==> src/rtl/prep5_div.sv <==
// Sequential restoring divider: one quotient bit per clock with a START/BUSY/DONE handshake.
// Defining DIV_BYZERO_FLAG_EN adds the DZ output, flagging a divide-by-zero result.
module prep5_div #(
    parameter int DW = 8,
    parameter int VW = 4
) (
    input  logic          clk,
    input  logic          rst_n,
    input  logic          start,
    input  logic [DW-1:0] a,
    input  logic [VW-1:0] b,
    output logic [DW-1:0] q,
    output logic [VW-1:0] r,
    output logic          busy,
    output logic          done
`ifdef DIV_BYZERO_FLAG_EN
    ,
    output logic          dz
`endif
);

    localparam int CW = $clog2(DW + 1);
    localparam logic [CW-1:0] C_LAST = CW'(DW - 1);

    // ST_ZERO spends the single cycle before FIN that a zero divisor needs, without raising BUSY
    typedef enum logic [1:0] {
        ST_IDLE = 2'd0,
        ST_RUN  = 2'd1,
        ST_ZERO = 2'd2,
        ST_FIN  = 2'd3
    } state_t;

    state_t          state_r;
    state_t          state_next_s;
    logic [DW-1:0]   d_r;
    logic [VW-1:0]   v_r;
    logic [VW:0]     p_r;
    logic [CW-1:0]   c_r;
    logic [DW-1:0]   q_r;
    logic [VW-1:0]   r_r;
    logic            busy_r;
    logic            done_r;
    logic            accept_s;
    logic            last_s;
    logic [VW+1:0]   shifted_s;
    logic [VW:0]     diff_s;
    logic            take_s;
    logic [VW:0]     p_step_s;
    logic [DW-1:0]   d_step_s;

    // Request acceptance and end-of-run detection
    always_comb begin
        accept_s = 1'b0;
        if ((state_r == ST_IDLE) || (state_r == ST_FIN)) begin
            accept_s = start;
        end else begin
            accept_s = 1'b0;
        end
        last_s = (c_r == C_LAST);
    end

    // One restoring step; the partial remainder stays below V, so its top bit never carries
    always_comb begin
        shifted_s = {p_r, d_r[DW-1]};
        diff_s    = shifted_s[VW:0] - {1'b0, v_r};
        take_s    = (shifted_s >= {2'b00, v_r});
        if (take_s) begin
            p_step_s = diff_s;
            d_step_s = {d_r[DW-2:0], 1'b1};
        end else begin
            p_step_s = shifted_s[VW:0];
            d_step_s = {d_r[DW-2:0], 1'b0};
        end
    end

    // Next-state logic
    always_comb begin
        state_next_s = state_r;
        case (state_r)
            ST_IDLE, ST_FIN: begin
                if (accept_s) begin
                    if (b == {VW{1'b0}}) begin
                        state_next_s = ST_ZERO;
                    end else begin
                        state_next_s = ST_RUN;
                    end
                end else begin
                    state_next_s = ST_IDLE;
                end
            end
            ST_RUN: begin
                if (last_s) begin
                    state_next_s = ST_FIN;
                end else begin
                    state_next_s = ST_RUN;
                end
            end
            ST_ZERO: state_next_s = ST_FIN;
            default: state_next_s = ST_IDLE;
        endcase
    end

    // State register with BUSY/DONE decoded ahead into flops
    always_ff @(posedge clk or negedge rst_n) begin
        if (!rst_n) begin
            state_r <= ST_IDLE;
            busy_r  <= 1'b0;
            done_r  <= 1'b0;
        end else begin
            state_r <= state_next_s;
            busy_r  <= (state_next_s == ST_RUN);
            done_r  <= (state_next_s == ST_FIN);
        end
    end

    // Datapath: operand capture, iteration and result load
    always_ff @(posedge clk or negedge rst_n) begin
        if (!rst_n) begin
            d_r <= {DW{1'b0}};
            v_r <= {VW{1'b0}};
            p_r <= {(VW+1){1'b0}};
            c_r <= {CW{1'b0}};
            q_r <= {DW{1'b0}};
            r_r <= {VW{1'b0}};
        end else if (accept_s) begin
            d_r <= a;
            v_r <= b;
            p_r <= {(VW+1){1'b0}};
            c_r <= {CW{1'b0}};
        end else if (state_r == ST_RUN) begin
            d_r <= d_step_s;
            p_r <= p_step_s;
            c_r <= c_r + {{(CW-1){1'b0}}, 1'b1};
            if (last_s) begin
                q_r <= d_step_s;
                r_r <= p_step_s[VW-1:0];
            end else begin
                q_r <= q_r;
                r_r <= r_r;
            end
        end else if (state_r == ST_ZERO) begin
            q_r <= {DW{1'b1}};
            r_r <= {VW{1'b1}};
        end else begin
            q_r <= q_r;
            r_r <= r_r;
        end
    end

`ifdef DIV_BYZERO_FLAG_EN
    logic dz_r;

    // Divide-by-zero flag follows the same completion edges as Q/R
    always_ff @(posedge clk or negedge rst_n) begin
        if (!rst_n) begin
            dz_r <= 1'b0;
        end else if ((state_r == ST_RUN) && last_s) begin
            dz_r <= 1'b0;
        end else if (state_r == ST_ZERO) begin
            dz_r <= 1'b1;
        end else begin
            dz_r <= dz_r;
        end
    end

    assign dz = dz_r;
`endif

    assign q    = q_r;
    assign r    = r_r;
    assign busy = busy_r;
    assign done = done_r;

endmodule

==> config.mk <==
export PLATFORM = sky130hd
export DESIGN_NAME = prep5_div
export DESIGN_NICKNAME = d
export VERILOG_FILES = /design/src/rtl/prep5_div.sv
export SDC_FILE = /design/constraint.sdc
export NUM_CORES = 1
export LEC_CHECK = 0
export BUFFER_PORTS_ARGS = -buffer_cell sky130_fd_sc_hd__buf_2
export CORE_MARGIN = 3
export CORE_UTILIZATION = 55
export CTS_CLUSTER_SIZE = 12
export DETAILED_ROUTE_END_ITERATION = 12
export GPL_TIMING_DRIVEN = 0
export PLACE_DENSITY = 0.74
export SLEW_MARGIN = 20
export SYNTH_ARGS = -nofsm -noshare
export SYNTH_HDL_FRONTEND = slang
export SYNTH_SLANG_ARGS = --single-unit
==> constraint.sdc <==
create_clock -name clk -period 2.65 [get_ports clk]
set_input_delay 0.3975 -clock clk [delete_from_list [all_inputs] [get_ports clk]]
set_output_delay 0.3975 -clock clk [all_outputs]
set_load 0.01 [all_outputs]
==> reports/results.tsv, run 1 <==
metric	value	unit
yosys_most_used_dff	dfrtp_1	
io_pins	29	
crit_required	2.92	ns
antennaDiodeCount	0	
cp-end-kind	register	
row_count	20	
wl	3696	um
cts_root_buf	clkbuf_4	
p_leak	0.0009720	uW
antenna_found_initial	0	
synth_edf_count	0	
critical-path-max-stage-delay	0.47	ns
drive_above_1_share	19.07	%
layout.nets	237	
grt_pass1_wl	6423	um
path_class	register to register	
grt_pass1_vias	1419	
portBuffers	28	
final_antenna_net_count	0	
ys_ff_latch	37	
h-tree-depth	2	
die-width	62.86	um
maxCapViolCount	0	
synthCells	179	
postSynthAreaPerCell	9.933	sq um
core-area	3078	sq um
cts_setup_buffers	0	
synth.distinct_cells	32	
clk_path_buf_depth	2	
dieArea	3951	sq um
async_flop_share	100.0	%
outcome	completed	
numCtsBuffers	5	
drv_slew	0	
crit_top_cell	inv_1	
start_util	57.76	%
vdd_drop_max	668.7	uV
cellPowerDensity	1447	nW/um^2
cts.clk_slew.worst_paths	0.11	ns
avgRoutedWirePerCell	14.27	um
min_period	2.411	ns
ctsResizeCount	0	
fillCellCount	256	
syn_to_final_growth	14.92	%
cp-start-kind	register	
synth_area	1778	sq um
critPathMaxFanout	10	
reg2reg_depth	8	
fmax	414.7	MHz
timing.final.ws_setup	0.2387	ns
slew_headroom	46.88	%
drcViolationCount	0	
grt_overflow_total	0	
skew	0.01209	ns
crit_slowest_cell	a211oi_4	
final-setup-viol-count	0	
ys_warn_count	0	
tightest_slew	0.7968	ns
multiInputGateArea	753.2	sq um
hold_path.class	input port to asynchronous set/reset pin	
cts_tree	done	
post-dp-hpwl	2742	um
gr-usage-all-layers	20.60	%
gp_congestion	0.8576	
insertion_delay	0.34	ns
rsz0062_at_grt	no	
period_share	90.99	%
arrival	2.68	ns
drt_iter0_drc	110	
seq_area	925.9	sq um
die_height	62.86	um
path_cells	inv_1 > ha_1 > inv_1 > fa_1 > a21o_1 > a211oi_4 > mux2_2 > a21oi_1	
final_util	66.38	%
vias	1406	
hold_buffers	0	
clock_sinks	37	
hold_viol	0	
dp_slack	0.2597	ns
grt_max_degree	38	
tns	0	ns
avgViaCountPerCell	5.429	
synth_nets	202	
synth_seq_area_share	52.08	%
first_pass_iters	4	
[power by group]
part           internal [uW]  switching (uW)
sequential               832             161
clock                    154             183
combinational            678             947
[worst max-delay path: cells and delay by family, from the launching register on]
| family | cells | cell delay, ns |
|---|---|---|
| adder cells (fa/ha/maj) | 2 | 0.57 |
| flip-flops | 1 | 0.39 |
| multiplexers | 1 | 0.40 |
| buffers and inverters | 2 | 0.14 |
| AO/OA/AOI/OAI | 3 | 0.85 |
[worst paths after layout]
kind                       endpoint  startpoint  slack, ns
max in group asynchronous    d_r[7]       rst_n       2.02
setup reg to reg             p_r[0]      d_r[7]       0.24
hold reg to reg              v_r[0]      v_r[0]       0.50
min in group clk             d_r[3]        a[3]       0.25
hold / removal                 q[3]       rst_n       0.12
setup / recovery             p_r[0]      d_r[7]       0.24
[flip-flops by register name, summed over array words and instances (netlist names)]
name,cells
r,4
busy,1
v_r,4
d_r,8
p_r,5
state_r,2
q,8
c_r,4
done,1
[cell usage in the layout, fill, tap and decap left out, types with 2 or more instances in the layout]
master    count
a31oi_1      11
clkbuf_4      5
inv_1        16
a311oi_1      2
nand3b_1      2
nor3b_1       2
nor2_1       18
clkbuf_8      2
a21oi_1       9
o21ai_0      16
a21o_1        2
nand2_1      19
buf_2        29
ha_1          7
mux2i_1       9
xor2_1        2
xnor2_1       3
clkbuf_1      8
dfrtp_1      37
[per-layer routing]
layer  up-vias  part of all wire [%]  track usage [%]
met5         -                     0                0
met4         0                  0.60            8.540
met3         4                   5.4            4.676
met2        40                    49            31.96
met1       682                    45            27.93
li1        680                     -                -
[per-stage QoR]
step	cells	hold WS [ns]	area [sq um]	power [uW]
global placement	251	0.4724	1973	2533
finish	259	0.1248	2043	2956
global route	259	0.1793	2043	3241
floorplan	179	0.1019	1778	2201
detailed placement	251	0.4797	1973	2627
CTS	259	0.1467	2043	2969
[kinds of logic after synthesis]
group                    Yosys count  synth area share (%)
buffers and inverters             26                 5.559
AO/OA/AOI/OAI                     44                 15.13
flip-flops                        37                 52.08
adder cells (fa/ha/maj)            8                 6.052
XOR/XNOR                           5                 2.464
multiplexers                      10                 5.700
AND/OR/NAND/NOR                   49                 13.02
[synthesized netlist by cell type, drive strengths merged (3+ instances only)]
master   n  share of area, %
a21oi    9               2.5
xnor2    3               1.5
dfrtp   37                52
inv     16               3.4
clkbuf   8               1.7
nand2   19               4.0
mux2i    9               5.1
o21ai   16               4.5
a31oi   11               3.9
ha       7               4.9
nor2    18               3.8
[area by class of cell]
class / count / share of cell area [%]
buffer: 10 / 1.898
clock buffer: 7 / 3.184
clock inverter: 1 / 0.2449
inverter: 16 / 2.939
multi-input combinational: 116 / 36.86
sequential: 37 / 45.32
tap: 44 / 2.694
timing repair buffer: 28 / 6.859
Power figures use the tool's default switching activity.
==> run 2, diff against run 1 <==
--- a/config.mk
+++ b/config.mk
@@ -6,11 +6,12 @@
 export NUM_CORES = 1
 export LEC_CHECK = 0
-export BUFFER_PORTS_ARGS = -buffer_cell sky130_fd_sc_hd__buf_2
 export CORE_MARGIN = 3
-export CORE_UTILIZATION = 55
+export CORE_UTILIZATION = 60
 export CTS_CLUSTER_SIZE = 12
 export DETAILED_ROUTE_END_ITERATION = 12
+export DONT_BUFFER_PORTS = 1
 export GPL_TIMING_DRIVEN = 0
-export PLACE_DENSITY = 0.74
+export HOLD_SLACK_MARGIN = 0.1
+export PLACE_DENSITY = 0.72
 export SLEW_MARGIN = 20
 export SYNTH_ARGS = -nofsm -noshare
==> constraint.sdc (replaced) <==
create_clock -name clk -period 2.65 [get_ports clk]
set_input_delay 0.53 -clock clk [delete_from_list [all_inputs] [get_ports clk]]
set_output_delay 0.53 -clock clk [all_outputs]
set_load 0.01 [all_outputs]
==> reports/results.tsv, run 2 (synthesis gave the netlist of run 1 again) <==
metric	value	unit	change
arrival	2.71	ns	+0.03 ns
final_cell_mix	37 x dfrtp_1, 19 x nand2_1, 18 x nor2_1		
slew_headroom	51.81	%	+4.9 points
crit_top_cell	inv_1		
grt_pass1_vias	1307		-7.9%
crit_slowest_cell	a211oi_4		
tns	0	ns	unchanged
cts.clk_slew.worst_paths	0.12	ns	about the same
tightest_slew	0.7213	ns	-0.07552 ns
multiInputGateArea	753.2	sq um	unchanged
post-dp-hpwl	2641	um	-3.7%
fmax	410.5	MHz	-1.0%
vias	1296		-7.8%
syn_to_final_growth	6.967	%	
cp.buffers_inverters	2		unchanged
wl	3593	um	-2.8%
path_delay_family	compound AO/OA/AOI/OAI gates		
swShare	44.78	%	+1.1 points
first_pass_iters	4		unchanged
cts_root_buf	clkbuf_4		
cp-end-kind	register		
hold_path.class	input port to register		
final_antenna_net_count	0		unchanged
row_count	19		-5.0%
drv_slew	0		unchanged
antenna_found_initial	0		unchanged
final-setup-viol-count	0		unchanged
grt_overflow_total	0		unchanged
antennaDiodeCount	0		unchanged
portBuffers	0		-100%
intPower	1563	uW	-6.1%
start_util	63.92	%	+6.2 points
avgViaCountPerCell	5.891		+8.5%
p_sw	1268	uW	-1.9%
seqPwrFrac	37.0	%	+3.4 points
final_common_cell	dfrtp_1		
die_height	60.44	um	-3.9%
die-width	60.44	um	-3.9%
pwr-share-comb	52.9	%	-2.1 points
numCtsBuffers	5		unchanged
gr-usage-all-layers	22.50	%	+1.9 points
clock_sinks	37		unchanged
insertion_delay	0.34	ns	about the same
path_cells	inv_1 > ha_1 > inv_1 > fa_1 > a21o_1 > a211oi_4 > mux2_2 > a21oi_1		
p_clk_share	10.1	%	-1.3 points
cts_tree	done		
timing.final.ws_setup	0.2140	ns	-0.02464 ns
cp-start-kind	register		
layout.nets	211		-11%
fillCellCount	228		-11%
ctsResizeCount	0		unchanged
dpl.cell_count	210		-16%
dp_slack	0.2225	ns	-0.03718 ns
core-area	2781	sq um	-9.6%
period_share	91.92	%	+0.93 points
critical-path-max-stage-delay	0.48	ns	about the same
dieArea	3652	sq um	-7.6%
cellPowerDensity	1489	nW/um^2	+2.9%
crit_required	2.92	ns	about the same
gp_congestion	0.8062		-6.0%
avgRoutedWirePerCell	16.33	um	+14%
grt_pass1_wl	5927	um	-7.7%
drive_above_1_share	7.407	%	-12 points
total_power	2831	uW	-4.2%
critPathMaxFanout	10		unchanged
outcome	completed		
drt_iter0_drc	63		-43%
grt_max_degree	38		unchanged
maxCapViolCount	0		unchanged
min_period	2.436	ns	+0.02464 ns
placed_area	1817	sq um	-7.9%
stdcell_area	1902	sq um	-6.9%
vdd_drop_max	1032	uV	+54%
clk_path_buf_depth	2		unchanged
p_leak	0.0008761	uW	-9.9%
h-tree-depth	2		unchanged
path_class	register to register		
skew	0.01360	ns	+0.001512 ns
hold_viol	0		unchanged
drcViolationCount	0		unchanged
io_pins	29		unchanged
rsz0062_at_grt	no		
stdcell_count	220		-15%
seq_area	925.9	sq um	unchanged
run 2: cell count changes in the layout (fill, tap and decap cells not counted), sizes merged:
cell         previous run  this run
dlygate4sd3             0         1
buf                    30         3
clkinvlp                0         1
clkinv                  1         2
clkbuf                 15        13
run 2: final timing paths:
| check | startpoint | to | slack [ns] | cells past startpoint |
|---|---|---|---|---|
| max in group asynchronous | rst_n | q[4] | 1.83 | 2 |
| min in group asynchronous | rst_n | r[2] | 0.63 | 2 |
| hold reg to reg | v_r[0] | v_r[0] | 0.50 | 2 |
| setup / recovery | d_r[7] | p_r[0] | 0.21 | 8 |
| setup reg to reg | d_r[7] | p_r[0] | 0.21 | 8 |
| hold / removal | a[0] | d_r[0] | 0.30 | 1 |
run 2: power by group through the flow:
stage | Clock (uW) | Combinational (uW) | Sequential [uW]
finish | 285 | 1500 | 1050
global route | 326 | 1700 | 1080
CTS | 292 | 1510 | 1050
detailed placement | 0 | 1480 | 1060
global placement | 0 | 1410 | 1040
floorplan | 0 | 1200 | 1000
run 2: area by class of cell:
type	count	share of cell area, %
sequential	37	48.68
multi-input combinational	116	39.61
inverter	16	3.158
buffer	10	2.039
tap	31	2.039
clock buffer	5	1.974
timing repair buffer	2	1.579
clock inverter	3	0.9211
run 2: what timing repair did:
item                                   in CTS  in global routing
hold buffers                                2                  0
setup endpoints to repair                   0                  0
endpoints found under the hold margin      37                  0
buffers inserted                            0                  0
run 2: layer usage:
metal / GRT usage (%) / up-vias / part of all wire, %
met3: 7.660 / 2 / 5.3
met2: 36.11 / 35 / 49
met1: 27.98 / 635 / 44
met5: 0 / - / 0
met4: 9.288 / 0 / 0.95
li1: - / 624 / -
run 2: per-stage QoR:
stage	utilization, %	hold WS (ns)
floorplan	-	0.2344
global placement	65.32	0.2352
detailed placement	65.32	0.2352
CTS	68.38	0.2891
global route	68.38	0.2730
finish	68.38	0.3050
==> run 3, diff against run 2 <==
CTS_BUF_LIST = sky130_fd_sc_hd__clkbuf_16   (was unset)
==> reports/results.tsv, run 3 (synthesis gave the netlist of run 1 again) <==
metric	value	unit	change
clk_path_buf_depth	2		unchanged
hold_viol	0		unchanged
first_pass_iters	4		unchanged
skew	0.003204	ns	-0.01040 ns
critPathMaxFanout	10		unchanged
core-area	2781	sq um	unchanged
swShare	41.76	%	-3.0 points
clock_sinks	37		unchanged
cts_setup_buffers	0		unchanged
p_clk_share	17.9	%	+7.8 points
crit_required	2.85	ns	-0.07 ns
wl	3584	um	-0.25%
min_period	2.455	ns	+0.01857 ns
ctsResizeCount	0		unchanged
p_sw	1298	uW	+2.4%
row_count	19		unchanged
grt_pass1_wl	5823	um	-1.8%
path_class	register to register		
antennaDiodeCount	0		unchanged
drive_above_1_share	7.407	%	unchanged
tns	0	ns	unchanged
vias	1308		+0.93%
drt_iter0_drc	63		unchanged
syn_to_final_growth	11.89	%	
maxCapViolCount	0		unchanged
final_antenna_net_count	0		unchanged
grt_overflow_total	0		unchanged
cp-end-kind	register		
final_cell_mix	37 x dfrtp_1, 19 x nand2_1, 18 x nor2_1		
fmax	407.4	MHz	-0.76%
arrival	2.66	ns	-0.05 ns
die-width	60.44	um	unchanged
cts_root_buf	clkbuf_16		
pwr-share-comb	48.3	%	-4.6 points
grt_pass1_vias	1287		-1.5%
dieArea	3652	sq um	unchanged
seqPwrFrac	33.8	%	-3.2 points
cts_tree	done		
drv_slew	0		unchanged
post-dp-hpwl	2641	um	unchanged
avgViaCountPerCell	5.945		+0.93%
slew_headroom	52.50	%	+0.69 points
hold_path.class	input port to register		
final_common_cell	dfrtp_1		
intPower	1811	uW	+16%
portBuffers	0		unchanged
numCtsBuffers	5		unchanged
cts.clk_slew.worst_paths	0.05	ns	-0.07 ns
outcome	completed		
layout.nets	211		unchanged
antenna_found_initial	0		unchanged
rsz0062_at_grt	no		
total_power	3109	uW	+9.8%
vdd_drop_max	1179	uV	+14%
avgRoutedWirePerCell	16.29	um	-0.25%
tightest_slew	0.7110	ns	-0.01027 ns
gp_congestion	0.8062		unchanged
insertion_delay	0.27	ns	-0.07 ns
cellPowerDensity	1563	nW/um^2	+5.0%
grt_max_degree	38		unchanged
gr-usage-all-layers	22.28	%	-0.22 points
final-setup-viol-count	0		unchanged
io_pins	29		unchanged
p_leak	0.0009147	uW	+4.4%
drcViolationCount	0		unchanged
start_util	63.92	%	unchanged
final_util	71.53	%	+3.1 points
hold_buffers	2		unchanged
die_height	60.44	um	unchanged
cp-start-kind	register		
h-tree-depth	2		unchanged
period_share	92.62	%	+0.70 points
==> run 3: worst paths after layout <==
check                             from     end  slack [ns]  cells past startpoint
max in group asynchronous        rst_n    r[3]        1.76                      2
worst max-delay path            d_r[7]  p_r[0]        0.20                      8
min in group asynchronous        rst_n    r[2]        0.71                      2
worst min-delay path              b[0]  v_r[0]        0.37                      2
worst min register to register  v_r[0]  v_r[0]        0.49                      2
worst max register to register  d_r[7]  p_r[0]        0.20                      8
==> run 3: worst max-delay path: stages (launching register included) <==
cell and delay (ns):
dfrtp_1 0.38, inv_1 0.09, ha_1 0.18, inv_1 0.06, fa_1 0.42, a21o_1 0.23
a211oi_4 0.48, mux2_2 0.41, a21oi_1 0.14
==> run 3: cell type report <==
| class | instances | area [sq um] |
|---|---|---|
| buffer | 10 | 38.79 |
| clock buffer | 5 | 125.1 |
| fill | 215 | 792.0 |
| tap | 31 | 38.79 |
| inverter | 16 | 60.06 |
| clock inverter | 3 | 17.52 |
| timing repair buffer | 2 | 30.03 |
| sequential | 37 | 925.9 |
| multi-input combinational | 116 | 753.2 |
==> run 3: layer usage <==
metal  track usage (%)  vias to the layer above  part of all wire [%]
li1                  -                      627                     -
met1             27.16                      635                    44
met2             36.27                       42                    49
met3             7.660                        4                   5.8
met4             9.288                        0                   1.4
met5                 0                        -                     0
==> run 3: power groups by stage <==
| stage | sequential, uW | combinational, uW | clock (uW) |
|---|---|---|---|
| 6_report | 1050 | 1500 | 557 |
| 3_3_place_gp | 1040 | 1410 | 0 |
| 2_1_floorplan | 1000 | 1200 | 0 |
| 4_1_cts | 1050 | 1510 | 563 |
| 3_5_place_dp | 1060 | 1480 | 0 |
| 5_1_grt | 1080 | 1690 | 597 |
==> run 3: metrics by stage <==
stage	hold slack [ns]	worst slack [ns]	area [sq um]	std cells
final	0.3665	0.1954	1989	220
after global routing	0.3689	0.1091	1989	220
after CTS	0.3626	0.1883	1989	220
after floorplan	0.2344	0.4832	1778	179
after global placement	0.2352	0.2916	1817	210
after detailed placement	0.2352	0.2225	1817	210
